[src/rtl/disk_spin_ctrl_pkg.sv]
// Shared types for the spinning-disk controller: FSM states and the
// position-to-segment table for one active-low 7-segment digit.
package disk_pkg;

  typedef enum logic [1:0] {
    IDLE   = 2'd0,
    ACCEL  = 2'd1,
    CRUISE = 2'd2,
    DECEL  = 2'd3
  } state_t;

  localparam logic [7:0] SEG_OFF = 8'hFF;

  // {dp,g,f,e,d,c,b,a}, active-low; one outer segment lit per position.
  localparam logic [7:0] SEG_TABLE [0:5] = '{8'hFE, 8'hFD, 8'hFB, 8'hF7, 8'hEF, 8'hDF};

  function automatic logic [7:0] pos_to_seg(input logic [2:0] pos);
    logic [7:0] seg;
    seg = SEG_OFF;
    if (pos < 3'd6) seg = SEG_TABLE[pos];
    return seg;
  endfunction

endpackage

[src/rtl/disk_spin_ctrl_if.sv]
// Control/status bundle between a scheduler (master) and the disk controller (slave).
interface disk_spin_ctrl_if;
  // Start is a level request taken only while Busy is low (not queued);
  // Stop is a level request honoured only while accelerating or cruising;
  // Dir is captured together with an accepted Start; Busy is high for the
  // whole run and Done pulses for one cycle as Busy falls after deceleration.
  logic       Start;
  logic       Stop;
  logic       Dir;
  logic [7:0] SSeg;
  logic       Busy;
  logic       Done;

  modport master (output Start, Stop, Dir, input SSeg, Busy, Done);
  modport slave  (input Start, Stop, Dir, output SSeg, Busy, Done);
endinterface

[src/rtl/disk_spin_ctrl_step_timer.sv]
// Step timer: counts each step period, owns the period register and flags
// steps and revolution-ending (wrapping) steps.
module disk_step_timer #(
  parameter int PERIOD_MAX  = 16,
  parameter int PERIOD_MIN  = 4,
  parameter int PERIOD_STEP = 4,
  parameter int CW          = 8
) (
  input  logic          clk,
  input  logic          rst,
  input  logic          load,
  input  logic          inc,
  input  logic          dec,
  input  logic          dir,
  input  logic          run,
  input  logic [2:0]    pos,
  output logic          step,
  output logic          rev_end,
  output logic [CW-1:0] period
);

  localparam logic [CW:0] MAX_X  = (CW+1)'(PERIOD_MAX);
  localparam logic [CW:0] MIN_X  = (CW+1)'(PERIOD_MIN);
  localparam logic [CW:0] STEP_X = (CW+1)'(PERIOD_STEP);

  logic [CW-1:0] cnt;
  logic [CW:0]   period_x;
  logic [CW:0]   up_x;
  logic [CW:0]   down_x;

  // One extra bit keeps the saturating add/subtract free of wrap-around.
  assign period_x = {1'b0, period};
  assign up_x     = (period_x + STEP_X >= MAX_X) ? MAX_X : period_x + STEP_X;
  assign down_x   = (period_x >= MIN_X + STEP_X) ? period_x - STEP_X : MIN_X;

  assign step    = run && (cnt == period - 1'b1);
  assign rev_end = step && (dir ? (pos == 3'd5) : (pos == 3'd0));

  always_ff @(posedge clk) begin
    if (rst || load) begin
      cnt    <= '0;
      period <= MAX_X[CW-1:0];
    end else begin
      if (run) cnt <= step ? '0 : cnt + 1'b1;
      if (dec)      period <= down_x[CW-1:0];
      else if (inc) period <= up_x[CW-1:0];
    end
  end

endmodule

[src/rtl/disk_spin_ctrl.sv]
// Spinning-disk sequencer: accelerate, cruise, decelerate on one 7-segment
// digit, with Start/Stop requests and Busy/Done status.
module disk_spin_ctrl
  import disk_pkg::*;
#(
  parameter int PERIOD_MAX  = 16,
  parameter int PERIOD_MIN  = 4,
  parameter int PERIOD_STEP = 4,
  parameter int CRUISE_REVS = 2,
  parameter int CW          = 8
) (
  input  logic             Clk,
  input  logic             Reset,
  disk_spin_ctrl_if.slave  bus,
  output state_t           fsm_state
);

  localparam logic [CW:0]   MIN_PLUS_STEP = (CW+1)'(PERIOD_MIN + PERIOD_STEP);
  localparam logic [CW-1:0] MAX_P         = CW'(PERIOD_MAX);
  localparam logic [CW-1:0] REVS_LAST     = CW'(CRUISE_REVS - 1);

  state_t        state_q, state_d;
  logic [2:0]    pos_q;
  logic [CW-1:0] revs_q, revs_d;
  logic          dir_q;
  logic          done_q, done_d;
  logic          load, inc, dec, run;
  logic          step, rev_end;
  logic [CW-1:0] period;

  assign run = (state_q != IDLE);

  disk_step_timer #(
    .PERIOD_MAX (PERIOD_MAX),
    .PERIOD_MIN (PERIOD_MIN),
    .PERIOD_STEP(PERIOD_STEP),
    .CW         (CW)
  ) u_timer (
    .clk    (Clk),
    .rst    (Reset),
    .load   (load),
    .inc    (inc),
    .dec    (dec),
    .dir    (dir_q),
    .run    (run),
    .pos    (pos_q),
    .step   (step),
    .rev_end(rev_end),
    .period (period)
  );

  always_comb begin
    state_d = state_q;
    revs_d  = revs_q;
    done_d  = 1'b0;
    load    = 1'b0;
    inc     = 1'b0;
    dec     = 1'b0;
    case (state_q)
      IDLE: begin
        if (bus.Start) begin
          state_d = ACCEL;
          load    = 1'b1;
        end
      end
      ACCEL: begin
        if (rev_end) begin
          dec = 1'b1;
          if ({1'b0, period} <= MIN_PLUS_STEP) begin
            state_d = CRUISE;
            revs_d  = '0;
          end
        end
        // Stop overrides any transition taken at the same revolution boundary.
        if (bus.Stop) state_d = DECEL;
      end
      CRUISE: begin
        if (rev_end) begin
          revs_d = revs_q + 1'b1;
          if ((CRUISE_REVS != 0) && (revs_q == REVS_LAST)) state_d = DECEL;
        end
        if (bus.Stop) state_d = DECEL;
      end
      DECEL: begin
        if (rev_end) begin
          if (period == MAX_P) begin
            state_d = IDLE;
            done_d  = 1'b1;
          end else begin
            inc = 1'b1;
          end
        end
      end
      default: state_d = IDLE;
    endcase
  end

  always_ff @(posedge Clk) begin
    if (Reset) begin
      state_q <= IDLE;
      pos_q   <= 3'd0;
      revs_q  <= '0;
      dir_q   <= 1'b1;
      done_q  <= 1'b0;
    end else begin
      state_q <= state_d;
      revs_q  <= revs_d;
      done_q  <= done_d;
      if (load) dir_q <= bus.Dir;
      if (step) begin
        if (dir_q) pos_q <= (pos_q == 3'd5) ? 3'd0 : pos_q + 3'd1;
        else       pos_q <= (pos_q == 3'd0) ? 3'd5 : pos_q - 3'd1;
      end
    end
  end

  assign bus.SSeg = pos_to_seg(pos_q);
  assign bus.Busy = run;
  assign bus.Done = done_q;
  assign fsm_state = state_q;

endmodule
[src/flat_wrapper.sv]
// flat-port wrapper written by rule: the top's interface ports become plain ports
module disk_spin_ctrl_flat import disk_pkg::*;
#(
  parameter int PERIOD_MAX  = 16,
  parameter int PERIOD_MIN  = 4,
  parameter int PERIOD_STEP = 4,
  parameter int CRUISE_REVS = 2,
  parameter int CW          = 8
)
  (Clk, Reset, fsm_state, bus_Start, bus_Stop, bus_Dir, bus_SSeg, bus_Busy, bus_Done);
  disk_spin_ctrl_if bus_i ();
  input  logic Clk;
  input  logic Reset;
  output state_t fsm_state;
  input wire logic [$bits(bus_i.Start)-1:0] bus_Start;
  input wire logic [$bits(bus_i.Stop)-1:0] bus_Stop;
  input wire logic [$bits(bus_i.Dir)-1:0] bus_Dir;
  output wire logic [$bits(bus_i.SSeg)-1:0] bus_SSeg;
  output wire logic [$bits(bus_i.Busy)-1:0] bus_Busy;
  output wire logic [$bits(bus_i.Done)-1:0] bus_Done;
  assign bus_i.Start = bus_Start;
  assign bus_i.Stop = bus_Stop;
  assign bus_i.Dir = bus_Dir;
  assign bus_SSeg = bus_i.SSeg;
  assign bus_Busy = bus_i.Busy;
  assign bus_Done = bus_i.Done;
  disk_spin_ctrl #(.PERIOD_MAX(PERIOD_MAX), .PERIOD_MIN(PERIOD_MIN), .PERIOD_STEP(PERIOD_STEP), .CRUISE_REVS(CRUISE_REVS), .CW(CW)) u_core (.Clk(Clk), .Reset(Reset), .bus(bus_i), .fsm_state(fsm_state));
endmodule
[config.mk]
export PLATFORM = sky130hd
export DESIGN_NAME = disk_spin_ctrl_flat
export DESIGN_NICKNAME = d
export VERILOG_FILES = /design/src/rtl/disk_spin_ctrl_pkg.sv /design/src/rtl/disk_spin_ctrl_if.sv /design/src/rtl/disk_spin_ctrl_step_timer.sv /design/src/rtl/disk_spin_ctrl.sv /design/src/flat_wrapper.sv
export SDC_FILE = /design/constraint.sdc
export NUM_CORES = 1
export LEC_CHECK = 0
export BUFFER_PORTS_ARGS = -buffer_cell sky130_fd_sc_hd__buf_2
export CORE_ASPECT_RATIO = 1.2
export CORE_MARGIN = 3
export CORE_UTILIZATION = 60
export DETAILED_ROUTE_END_ITERATION = 6
export PLACE_DENSITY = 0.8
export SLEW_MARGIN = 30
export SYNTH_ARGS = -nofsm -noshare
export SYNTH_HDL_FRONTEND = slang
export SYNTH_SLANG_ARGS = --single-unit
[constraint.sdc]
create_clock -name Clk -period 2.7 [get_ports Clk]
set_input_delay 0.54 -clock Clk [delete_from_list [all_inputs] [get_ports Clk]]
set_output_delay 0.54 -clock Clk [all_outputs]
set_load 0.02 [all_outputs]
After elaboration in Yosys (flattened, before gate mapping). Memories as Yosys holds them, arrays and structs flattened. Index checks and enable logic that the tools add are counted. Widths: inputs -> output; s select.

Register bits after elaboration: 31. Bits in read-only memories: 64. Input port bits: 5. Output and inout bits: 12. Memories kept: 1.

$add $sub $neg: 7. Order comparisons: 5. Eq/ne operators: 17. Muxes and demuxes: 34. Bitwise gates (word level): 3. Reductions and logical operators: 11.

Memory list: (no name shown) (depth 8, bits a word 8, read ports 1, clocked after memory_dff 0, wr ports 0, RTL line disk_spin_ctrl_pkg.sv:20) `if (pos < 3'd6) seg = SEG_TABLE[pos];`.

Operators by type and width (number): $mux 8 (11); $mux 2 (9); $add 8x1->8 const B (2); $pmux 8 s2 (1); $ne 3x2->1 const B (4); $ne 2x1->1 const B (5); $add 8x3->9 const B (1); $ge 9x5->1 const B (1); $mux 1 (9); $mux 3 (3); $eq 8x1->1 const B (1); $eq 8x5->1 const B (1); $eq 8x8->1 (1); $ge 8x4->1 const B (1); $le 8x4->1 const B (1); $pmux 2 s4 (1); $sub 8x1->8 const B (1); $sub 8x3->8 const B (1); $reduce_and 7->1 (1); $reduce_bool 2->1 (3); $eq 2x2->1 const B (2); $ge 4x4->1 const B (1); $not 3->4 (1); $reduce_and 4->1 (1); other kinds (12) (14).

Logic depth before layout (Yosys ltp). Gate-level depths: netlist of the first run.

Word-level depth: 8. Gate-level depth with buffers: 10. Depth with buffers taken out: 8.

By module. A second synthesis of the first run with hierarchy kept.

Cells, all modules: 241. Area, all modules: 2013.2 um2.

Modules (own cells, without submodules): disk_step_timer (instances 1, cells each 117, area an instance 1014.7 um2); disk_spin_ctrl (instances 1, cells each 124, area an instance 998.5 um2).

Least setup slack after synthesis of the first run. No wires, ideal clock.

Kind: register to register. Start point: register u_core.state_q[0] (netlist: u_core.fsm_state[0]). End point: register u_core.revs_q[5]. Setup time: 0.115 ns. Data arrival time: 2.406 ns. Slack: 0.178 ns. Cell stages (with the launch flop): 9. Buffers on the path: 0. Cell sequence: dfxtp_1 inv_1 ha_1 inv_1 and4_2 o211ai_1 nor3_1 a41o_2 o21ba_2.

Longest elaborated chain between the ends: 5.

Ends and longest elaborated chain: start: declaration (RTL line disk_spin_ctrl.sv:22) `state_t state_q, state_d;`; start signal: assignment (RTL line disk_spin_ctrl.sv:106) `state_q <= state_d;`; $reduce_bool 2->1 * (RTL line disk_spin_ctrl.sv:31) `assign run = (state_q != IDLE);`; named net bus_Busy (RTL line flat_wrapper.sv:19) `output wire logic [$bits(bus_i.Busy)-1:0] bus_Busy;`; $logic_and 1x1->1 * (RTL line disk_spin_ctrl_step_timer.sv:36) `assign step = run && (cnt == period - 1'b1);`; $logic_and 1x1->1 * (RTL line disk_spin_ctrl_step_timer.sv:37) `assign rev_end = step && (dir ? (pos == 3'd5) : (pos == 3'd0));`; $ne 2x1->1 (no line); $reduce_and 4->1 (no line) *; end signal: assignment (RTL line disk_spin_ctrl.sv:107) `revs_q <= revs_d;`; end: declaration (RTL line disk_spin_ctrl.sv:24) `logic [CW-1:0] revs_q, revs_d;`.

The timed path passes the listed nets; every way through them passes the cells marked *. A chain may end at the register's enable or synchronous reset.

Worst setup path after layout of the first run.
Start point: register u_core.u_timer.period[2]. End point: register u_core.u_timer.period[7].

Longest elaborated chain between the ends: 7.

Ends and longest elaborated chain: start: declaration (RTL line disk_spin_ctrl_step_timer.sv:19) `output logic [CW-1:0] period`; start signal: assignment (RTL line disk_spin_ctrl_step_timer.sv:42) `period <= MAX_X[CW-1:0];`; start signal: assignment (RTL line disk_spin_ctrl_step_timer.sv:45) `if (dec) period <= down_x[CW-1:0];`; start signal: assignment (RTL line disk_spin_ctrl_step_timer.sv:46) `else if (inc) period <= up_x[CW-1:0];`; branches (longest 7 deep; another with $add 8x3->9).

Several ways; the timed one is not identified. The select of a mux whose other input is x is not followed.

==> results of run 1 <==
[path summary, 6_finish.rpt]
path                                         start                               endpoint  slack (ps)
max          u_core.u_timer.period[2]$_SDFFE_PP0P_  u_core.u_timer.period[7]$_SDFFE_PP0P_         220
min                                        bus_Dir              u_core.dir_q$_SDFFE_PP1P_         430
max reg2reg  u_core.u_timer.period[2]$_SDFFE_PP0P_  u_core.u_timer.period[7]$_SDFFE_PP0P_         220
min reg2reg          u_core.revs_q[6]$_SDFFE_PP0P_          u_core.revs_q[6]$_SDFFE_PP0P_         500
[worst min-delay path: cells and delay by family]
kind	cells	cell delay, ps
buffers and inverters	1	70
and+or+nand+nor	2	120
[cell families (layout without fill, tap and decap cells)]
family | after synthesis | after routing | share of synthesized area
and+or+nand+nor | 98 | 98 | 0.274
muxes | 1 | 1 | 0.00483
adders and majority gates | 15 | 15 | 0.0906
other | 1 | 2 | 0.00181
xor gates and xnor gates | 15 | 15 | 0.0634
AOI/OAI and AO/OA | 63 | 63 | 0.210
DFF | 29 | 29 | 0.280
buffers and inverters | 26 | 39 | 0.0743
[routing by layer]
| metal | up-vias | part of all wire |
|---|---|---|
| li1 | 922 | - |
| met1 | 833 | 0.45 |
| met2 | 50 | 0.47 |
| met3 | 11 | 0.056 |
| met4 | 0 | 0.022 |
| met5 | - | 0 |
[power breakdown]
group	total, mW	switching [mW]	internal [mW]
Sequential	0.491	0.0364	0.455
Clock	0.276	0.153	0.123
Combinational	0.487	0.316	0.171
Total	1.25	0.506	0.748
[flip-flops by register name, summed over array words and instances, names as in the netlist]
| name | cells |
|---|---|
| u_core.revs_q | 8 |
| u_core.u_timer.cnt | 8 |
| u_core.u_timer.period | 6 |
| u_core.pos_q | 3 |
| u_core.fsm_state | 2 |
| u_core.bus.Done | 1 |
| u_core.dir_q | 1 |
[cell usage in the layout, fill, tap and decap left out, types with 2 or more instances in the layout]
cell,netlist,layout
dfxtp_1,29,29
nor2_1,22,22
nand2_1,17,17
a21oi_1,17,17
ha_1,15,15
buf_2,1,14
inv_1,13,13
nand3_1,13,13
o21ai_0,12,12
xor2_1,9,9
xnor2_1,6,6
o31ai_1,6,6
nor3_1,5,5
clkbuf_4,0,5
a31oi_1,4,4
nand4_1,4,4
buf_4,3,4
or3_1,3,3
and2b_2,3,3
or4_1,3,3
and4_2,2,2
o211ai_1,2,2
or2_2,2,2
and2_1,2,2
o41ai_1,2,2
or4_4,2,2
a211oi_1,2,2
nor2b_1,2,2
nor3b_1,2,2
o221ai_1,2,2
nor4_1,2,2
or3_2,2,2
conb_1,1,2
[layout make-up]
type / count / area, µm² / share of cell area
multi-input cells: 194 / 1340 / 0.617
clock buffers: 7 / 55.1 / 0.0253
inverters: 14 / 52.6 / 0.0242
flip-flops and latches: 29 / 581 / 0.267
repair buffers: 18 / 100 / 0.0461
well taps: 36 / 45.0 / 0.0207
==> flow_metrics.py, run 1 <==
metrics = {
    "outcome": {
        "status": "complete, no violations",
    },
    "clock_tree": {
        "numCtsBuffers": 5,
        "cts.sinks": 29,
        "insertion_delay_ps": 340,
        "ctsLongestPathBuffers": 2,
        "cts_tree": "built",
        "ctsHoldBuffers": 0,
        "post_cts_buffers": 0,
        "root_buffer": "clkbuf_4",
        "cts-resized-gates": 0,
        "htree_num_levels": 2,
        "clk_pin_slew_worst_paths_ps": 90,
    },
    "route": {
        "routed_wl_mm": 4.58,
        "wl_per_cell_um": 15.4,
        "drt-vias-per-instance": 6.09,
        "drt_iter0_drc": 133,
        "antenna_left": 0,
        "dr.pass1.iters": 4,
        "route.detailed.drc": 0,
        "vias": 1816,
    },
    "place": {
        "hpwlAfterDp_mm": 3.35,
        "portBuffers": 14,
        "pre_cts_ws_ps": 257,
        "gp_congestion": 0.872,
        "post-place-cells": 291,
        "dpl_cell_area_um2": 2120,
    },
    "worst_setup_path": {
        "cp_slowest_cell": "or4_1",
        "worstPathArrival_ps": 2760,
        "worst_setup_path_start_kind": "register",
        "worstPathCellList": "inv_1 -> ha_1 -> xor2_1 -> and4_2 -> o211a_1 -> nand3_1 -> or4_1 -> a21oi_1",
        "slowest_delay_ps": 500,
        "crit_family": "simple AND/OR/NAND/NOR gates",
        "cp_max_fo": 6,
        "crit_required_ps": 2970,
        "crit_type": "reg -> reg",
        "worstRegToRegCells": 8,
        "endpoint_kind": "register",
        "path_depth": 8,
        "cp.buffers_inverters": 1,
    },
    "global_route": {
        "grtUsageMet2": 0.383,
        "grt_util_met1": 0.297,
        "grt.busiest_layer": "met2",
        "grt_pass1_vias": 1659,
        "grt_max_degree": 13,
        "grtUsageTotal": 0.237,
        "antenna_found_initial": 0,
        "grt_pass1_wl_mm": 7.66,
        "grtUsageMet3": 0.0518,
        "grt_overflow_total": 0,
    },
    "floorplanning": {
        "die_height_um": 70.4,
        "initial_core_util": 0.649,
        "rows": 22,
        "num_io_pins": 17,
        "die_w_um": 59.6,
        "core_area_um2": 3190,
        "fp.dieArea_um2": 4200,
    },
    "logic_synthesis": {
        "synth_top_cells_by_area": "dfxtp_1 28%, ha_1 9.1%, a21oi_1 4.1%, nor2_1 4.0%, xor2_1 3.8%",
        "ys.flop_type": "dfxtp_1",
        "syn_inst": 248,
        "synth_top_cell_area_share": 0.280,
        "syn_avg_cell_area_um2": 8.35,
        "synth.most_common_cell": "dfxtp_1",
        "ys_ff_latch": 29,
        "synth_cell_types": 67,
        "synth_top_area_cell": "dfxtp_1",
        "seq_area_frac_synth": 0.280,
        "yosys-top-cells-count": "29 x dfxtp_1, 22 x nor2_1, 17 x a21oi_1, 17 x nand2_1, 15 x ha_1",
        "yosysWarnings": 0,
        "async_flop_share": 0,
        "synth_edf_count": 0,
        "synth_area_um2": 2070,
    },
    "sta": {
        "fmax_mhz": 403,
        "slew_violations": 0,
        "fin_ws_ps": 216,
        "finalHoldViolCount": 0,
        "setup_violations": 0,
        "finalCritPeriodShare": 0.920,
        "fin_tns_setup_ps": 0,
        "rsz0062_at_grt": "false",
        "clock_skew_ps": 8.04,
        "holdWs_ps": 434,
        "finalCriticalPeriod_ps": 2480,
    },
    "layout": {
        "antennaDiodeCount": 0,
        "finalInstanceArea_um2": 2170,
        "area_growth_syn_to_layout_pct": 4.95,
        "post-route-util": 0.681,
        "fill_cells": 275,
        "fin_cells": 298,
        "drive_gt1_frac": 0.191,
        "final_nets": 282,
    },
    "power_and_ir_drop": {
        "max-vdd-ir-drop_v": 0.000442,
        "power_density_nw_per_um2": 577,
        "leakagePower_nw": 0.858,
        "power.total_mw": 1.25,
    },
    "job": {
        "maxCapViolations": 0,
    },
    "worst_hold_path": {
        "hold_depth": 3,
        "hold_path.class": "in -> reg",
    },
}
(Power assumes the default switching activity.)
==> run 2, diff against run 1 <==
--- a/config.mk
+++ b/config.mk
@@ -10,6 +10,8 @@
 export CORE_MARGIN = 3
 export CORE_UTILIZATION = 60
 export DETAILED_ROUTE_END_ITERATION = 6
+export HOLD_SLACK_MARGIN = 0.03
+export MAX_ROUTING_LAYER = met4
 export PLACE_DENSITY = 0.8
 export SLEW_MARGIN = 30
 export SYNTH_ARGS = -nofsm -noshare
==> flow_metrics.py, run 2 (synthesized netlist as in run 1, its figures left out) <==
metrics = {
    "outcome": {
        "status": "complete, no violations",
    },
    "layout": {
        "area_growth_syn_to_layout_pct": 4.95,
        "fill_cells": 275,
        "final_nets": 282,
        "reg_top3": "u_core.revs_q: 8 flops, u_core.u_timer.cnt: 8 flops, u_core.u_timer.period: 6 flops",
        "antennaDiodeCount": 0,
        "final_cell_mix": "29 x dfxtp_1, 22 x nor2_1, 17 x nand2_1, 17 x a21oi_1, 15 x ha_1",
        "finalInstanceArea_um2": 2170,
        "final_common_cell": "dfxtp_1",
        "fin_cells": 298,
        "drive_gt1_frac": 0.191,
    },
    "global_route": {
        "antenna_found_initial": 0,
        "grtUsageMet3": 0.0518,
        "grtUsageMet2": 0.383,
        "grt_overflow_total": 0,
        "grtUsageTotal": 0.243,
        "grt_pass1_wl_mm": 7.66,
        "grt_util_met1": 0.297,
        "grt_max_degree": 13,
        "grt.busiest_layer": "met2",
        "grt_pass1_vias": 1663,
    },
    "floorplanning": {
        "core_area_um2": 3190,
        "die_w_um": 59.6,
        "rows": 22,
        "die_height_um": 70.4,
        "initial_core_util": 0.649,
        "num_io_pins": 17,
        "fp.dieArea_um2": 4200,
    },
    "worst_setup_path": {
        "r2r_setup_slack_ps": 220,
        "endpoint_kind": "register",
        "crit_required_ps": 2970,
        "cp_max_fo": 6,
        "worstPathArrival_ps": 2760,
        "crit_type": "reg -> reg",
        "worst_setup_path_start_kind": "register",
    },
    "clock_tree": {
        "clk_pin_slew_worst_paths_ps": 90,
        "numCtsBuffers": 5,
        "htree_num_levels": 2,
        "insertion_delay_ps": 340,
        "post_cts_buffers": 0,
        "ctsLongestPathBuffers": 2,
        "ctsHoldBuffers": 0,
        "cts.sinks": 29,
        "root_buffer": "clkbuf_4",
        "cts_tree": "built",
        "cts-resized-gates": 0,
    },
    "place": {
        "gp_congestion": 0.886,
        "dpl_cell_area_um2": 2120,
        "portBuffers": 14,
        "hpwlAfterDp_mm": 3.35,
        "post-place-cells": 291,
        "pre_cts_ws_ps": 257,
    },
    "sta": {
        "finalCriticalPeriod_ps": 2480,
        "setup_violations": 0,
        "fin_tns_setup_ps": 0,
        "clock_skew_ps": 8.04,
        "finalHoldViolCount": 0,
        "holdWs_ps": 434,
        "slew_violations": 0,
        "fin_ws_ps": 216,
        "finalCritPeriodShare": 0.920,
        "fmax_mhz": 403,
        "rsz0062_at_grt": "false",
    },
    "power_and_ir_drop": {
        "power_density_nw_per_um2": 577,
        "leakagePower_nw": 0.858,
        "max-vdd-ir-drop_v": 0.000442,
    },
    "route": {
        "route.detailed.drc": 0,
        "drt_iter0_drc": 133,
        "vias": 1816,
        "routed_wl_mm": 4.58,
        "dr.pass1.iters": 4,
        "antenna_left": 0,
        "wl_per_cell_um": 15.4,
        "drt-vias-per-instance": 6.09,
    },
    "job": {
        "maxCapViolations": 0,
    },
    "worst_hold_path": {
        "hold_path.class": "in -> reg",
    },
}
[run 2: cell counts in the layout (fill, tap and decap cells not counted)]
Identical to the previous run, type by type.
[run 2: report_power, final]
part / internal [mW] / switching (mW)
Clock: 0.123 / 0.153
Sequential: 0.455 / 0.0364
Combinational: 0.171 / 0.316
Total: 0.748 / 0.506
[run 2: worst max-delay path, stage by stage (launching register included)]
cell,delay (ps)
dfxtp_1,440
inv_1,140
ha_1,360
xor2_1,140
and4_2,250
o211a_1,260
nand3_1,190
or4_1,500
a21oi_1,140
[run 2: layout make-up]
cell class	count	area [µm²]	area share
clock buffers	7	55.1	0.0253
multi-input cells	194	1340	0.617
flip-flops and latches	29	581	0.267
well taps	36	45.0	0.0207
inverters	14	52.6	0.0242
repair buffers	18	100	0.0461
[run 2: routing by layer]
| metal | routed length [µm] | vias up |
|---|---|---|
| met1 | 2050 | 833 |
| met3 | 258 | 11 |
| met4 | 100 | 0 |
| li1 | - | 922 |
| met5 | 0 | - |
| met2 | 2180 | 50 |
[run 2: per-stage QoR]
| step | util | power (mW) |
|---|---|---|
| final | 0.681 | 1.25 |
| after global routing | 0.681 | 1.34 |
| after CTS | 0.681 | 1.26 |
| after detailed placement | 0.663 | 0.980 |
| after global placement | 0.663 | 0.975 |
| after floorplan | - | 0.868 |
[run 2: worst paths after layout]
| check | start | depth (start not counted) | end |
|---|---|---|---|
| setup reg to reg | u_core.u_timer.period[2]$_SDFFE_PP0P_ | 8 | u_core.u_timer.period[7]$_SDFFE_PP0P_ |
| hold reg to reg | u_core.revs_q[6]$_SDFFE_PP0P_ | 2 | u_core.revs_q[6]$_SDFFE_PP0P_ |
| hold / removal | bus_Dir | 3 | u_core.dir_q$_SDFFE_PP1P_ |
| setup / recovery | u_core.u_timer.period[2]$_SDFFE_PP0P_ | 8 | u_core.u_timer.period[7]$_SDFFE_PP0P_ |
==> run 3, diff against run 2 <==
--- a/config.mk
+++ b/config.mk
@@ -8,12 +8,13 @@
 export BUFFER_PORTS_ARGS = -buffer_cell sky130_fd_sc_hd__buf_2
 export CORE_ASPECT_RATIO = 1.2
 export CORE_MARGIN = 3
-export CORE_UTILIZATION = 60
+export CORE_UTILIZATION = 59
 export DETAILED_ROUTE_END_ITERATION = 6
 export HOLD_SLACK_MARGIN = 0.03
 export MAX_ROUTING_LAYER = met4
-export PLACE_DENSITY = 0.8
+export PLACE_DENSITY = 0.79
 export SLEW_MARGIN = 30
 export SYNTH_ARGS = -nofsm -noshare
 export SYNTH_HDL_FRONTEND = slang
+export SYNTH_HIERARCHICAL = 1
 export SYNTH_SLANG_ARGS = --single-unit
==> flow_metrics.py, run 3 <==
metrics = {
    "sta": {
        "rsz0062_at_grt": "true",
        "finalCritPeriodShare": 1.21,
        "fin_tns_setup_ps": -2060,
        "fin_ws_ps": -577,
        "tightest_slew_ps": 502,
        "slew_violations": 0,
        "finalHoldViolCount": 0,
        "finalCriticalPeriod_ps": 3280,
        "clock_skew_ps": 16.8,
        "slew_headroom": 0.664,
        "holdWs_ps": 411,
        "fmax_mhz": 305,
        "setup_violations": 11,
    },
    "floorplanning": {
        "rows": 22,
        "num_io_pins": 17,
        "initial_core_util": 0.636,
        "core_area_um2": 3170,
        "fp.dieArea_um2": 4150,
        "die_w_um": 59.3,
        "die_height_um": 70.0,
    },
    "route": {
        "met2_length_mm": 2.70,
        "routed.top_layer": "met4",
        "antenna_left": 0,
        "dr.pass1.iters": 4,
        "dr_wl_met3_um": 221,
        "drt-vias-per-instance": 6.13,
        "wl_per_cell_um": 15.4,
        "route.layer.met1.wl_mm": 2.07,
        "routed_wl_mm": 5.09,
        "vias": 2030,
        "drt_iter0_drc": 105,
        "route.detailed.drc": 0,
    },
    "layout": {
        "antennaDiodeCount": 0,
        "drive_gt1_frac": 0.332,
        "final_nets": 315,
        "final_cell_mix": "39 x buf_4, 24 x dfxtp_1, 22 x nor2_1",
        "final_common_cell": "buf_4",
        "finalInstanceArea_um2": 2570,
        "fill_cells": 203,
        "area_growth_syn_to_layout_pct": 27.5,
        "reg_top3": "u_core/revs_q: 8 flops, u_core/u_timer/cnt: 8 flops, u_core/u_timer/period: 6 flops",
    },
    "power_and_ir_drop": {
        "combPwrFrac": 0.392,
        "power_frac_seq": 0.382,
        "leakagePower_nw": 1.10,
        "sw_frac_of_total": 0.367,
        "power.total_mw": 1.23,
        "p_switching_mw": 0.452,
        "clkPwrFrac": 0.226,
        "p_int_mw": 0.778,
        "max-vdd-ir-drop_v": 0.000468,
        "power_density_nw_per_um2": 479,
    },
    "logic_synthesis": {
        "synth_top_cell_area_share": 0.288,
        "seq_area_frac_synth": 0.288,
        "yosysWarnings": 6,
        "synth_cell_types": 54,
        "synth_area_um2": 2010,
        "synth.most_common_cell": "dfxtp_1",
        "syn_avg_cell_area_um2": 8.35,
        "ys.flop_type": "dfxtp_1",
        "yosys-top-cells-count": "29 x dfxtp_1, 22 x nor2_1, 15 x ha_1, 15 x xor2_1, 13 x a21oi_1",
        "ys_ff_latch": 29,
        "syn_inst": 241,
        "async_flop_share": 0,
        "synth_edf_count": 0,
        "synth_top_area_cell": "dfxtp_1",
        "synth_top_cells_by_area": "dfxtp_1 29%, ha_1 9.3%, xor2_1 6.5%, nor2_1 4.1%, a21oi_1 3.2%",
    },
    "global_route": {
        "grt_pass1_wl_mm": 8.45,
        "antenna_found_initial": 0,
        "grt_overflow_total": 0,
        "grt_pass1_vias": 1965,
        "grt_max_degree": 17,
        "grtUsageTotal": 0.264,
    },
    "place": {
        "dpl_cell_area_um2": 2380,
        "hpwlAfterDp_mm": 3.53,
        "pre_cts_ws_ps": -553,
        "portBuffers": 14,
        "gp_congestion": 0.840,
    },
    "worst_setup_path": {
        "r2r-end": "u_core/fsm_state[1]$_SDFFE_PP0P_",
        "worst_setup_path_start_kind": "register",
        "rr_startpoint": "u_core/u_timer/period[2]$_SDFFE_PP0P_",
        "cp_max_fo": 4,
        "crit_required_ps": 2920,
        "worstRegToRegCells": 11,
        "worstPathCellList": "inv_4 -> ha_4 -> nand2b_4 -> and3_4 -> o31ai_4 -> and4b_1 -> and2_4 -> or4b_4 -> or4_4 -> a221o_1 -> o41ai_2",
        "slowest_delay_ps": 460,
        "r2r_setup_slack_ps": -580,
        "cp_slowest_cell": "or4b_4",
        "crit_type": "reg -> reg",
        "endpoint_kind": "register",
        "worstPathArrival_ps": 3500,
    },
    "clock_tree": {
        "insertion_delay_ps": 340,
        "htree_num_levels": 2,
        "cts_tree": "built",
        "root_buffer": "clkbuf_4",
        "clk_pin_slew_worst_paths_ps": 100,
        "ctsLongestPathBuffers": 2,
        "cts.sinks": 29,
        "numCtsBuffers": 5,
    },
    "worst_hold_path": {
        "hold_end": "u_core/dir_q$_SDFFE_PP1P_",
        "hold_depth": 2,
        "hp-start": "bus_Dir",
        "hold_path.class": "in -> reg",
    },
    "outcome": {
        "violations": "negative setup slack",
        "status": "finished, violations left",
    },
    "job": {
        "maxCapViolations": 0,
    },
}
-- run 3: changes by cell type after synthesis, moves of 4 or more --
cell     delta
a21oi_1     -4
and3_1      +5
nand2_1     -8
nor3_2      +5
o21ai_0     -4
o22ai_1     +4
o31ai_1     -4
xor2_1      +6
-- run 3: how the worst max path moves through the flow --
| stage | from | to | cells past startpoint |
|---|---|---|---|
| floorplan | u_core/u_timer/period[3]$_SDFFE_PP0P_ | u_core/fsm_state[1]$_SDFFE_PP0P_ | 11 |
| global placement | u_core/u_timer/period[2]$_SDFFE_PP0P_ | u_core/fsm_state[1]$_SDFFE_PP0P_ | 11 |
| detailed placement | u_core/u_timer/period[3]$_SDFFE_PP0P_ | u_core/fsm_state[1]$_SDFFE_PP0P_ | 11 |
| CTS | u_core/u_timer/period[2]$_SDFFE_PP0P_ | u_core/fsm_state[1]$_SDFFE_PP0P_ | 11 |
| global route | u_core/u_timer/period[2]$_SDFFE_PP0P_ | u_core/fsm_state[1]$_SDFFE_PP0P_ | 11 |
| finish | u_core/u_timer/period[2]$_SDFFE_PP0P_ | u_core/fsm_state[1]$_SDFFE_PP0P_ | 11 |
-- run 3: layer usage --
metal  global-route usage  up-vias
met5                    -        -
met4               0.0957        0
met3               0.0610       13
met2                0.456       62
met1                0.285      975
li1                     -      980
-- run 3: worst max-delay path: cells and delay by family, from the launching register on --
family                     cells  cell delay (ps)
buffers and inverters          1               50
adders and majority gates      1              170
and+or+nand+nor                6             1640
AOI/OAI and AO/OA              3              890
DFF                            1              390
-- run 3: cell type report --
cell class / instances / area, µm² / area share
multi-input combinational: 191 / 1430 / 0.556
sequential: 29 / 592 / 0.231
timing repair buffer: 56 / 397 / 0.154
clock buffer: 7 / 55.1 / 0.0214
inverter: 12 / 52.6 / 0.0205
tap: 36 / 45.0 / 0.0175
-- run 3: kinds of logic (layout without fill, tap and decap cells) --
group,after synthesis,after routing,share of synthesized area
AOI/OAI and AO/OA,50,50,0.172
buffers and inverters,23,75,0.0559
and+or+nand+nor,103,103,0.304
xor gates and xnor gates,19,19,0.0827
adders and majority gates,15,15,0.0932
other,2,4,0.00373
DFF,29,29,0.288
-- run 3: repair_timing --
item | 4_1_cts | 5_1_grt
hold buffers | 0 | 0
pin swaps | 2 | 5
setup endpoints to repair | 3 | 17
gates resized for setup | 14 | 7
setup buffers | 4 | 1
-- run 3: per-stage QoR --
stage / cells / utilization
final: 331 / 0.811
after global routing: 331 / 0.811
after CTS: 331 / 0.799
after detailed placement: 320 / 0.753
after global placement: 320 / 0.753
after floorplan: 243 / -
-- run 3: power by group through the flow --
stage / combinational [mW] / sequential [mW] / clock, mW
2_1_floorplan: 0.259 / 0.511 / 0
6_report: 0.483 / 0.470 / 0.278
3_5_place_dp: 0.457 / 0.479 / 0
5_1_grt: 0.525 / 0.473 / 0.302
3_3_place_gp: 0.447 / 0.479 / 0
4_1_cts: 0.467 / 0.470 / 0.276
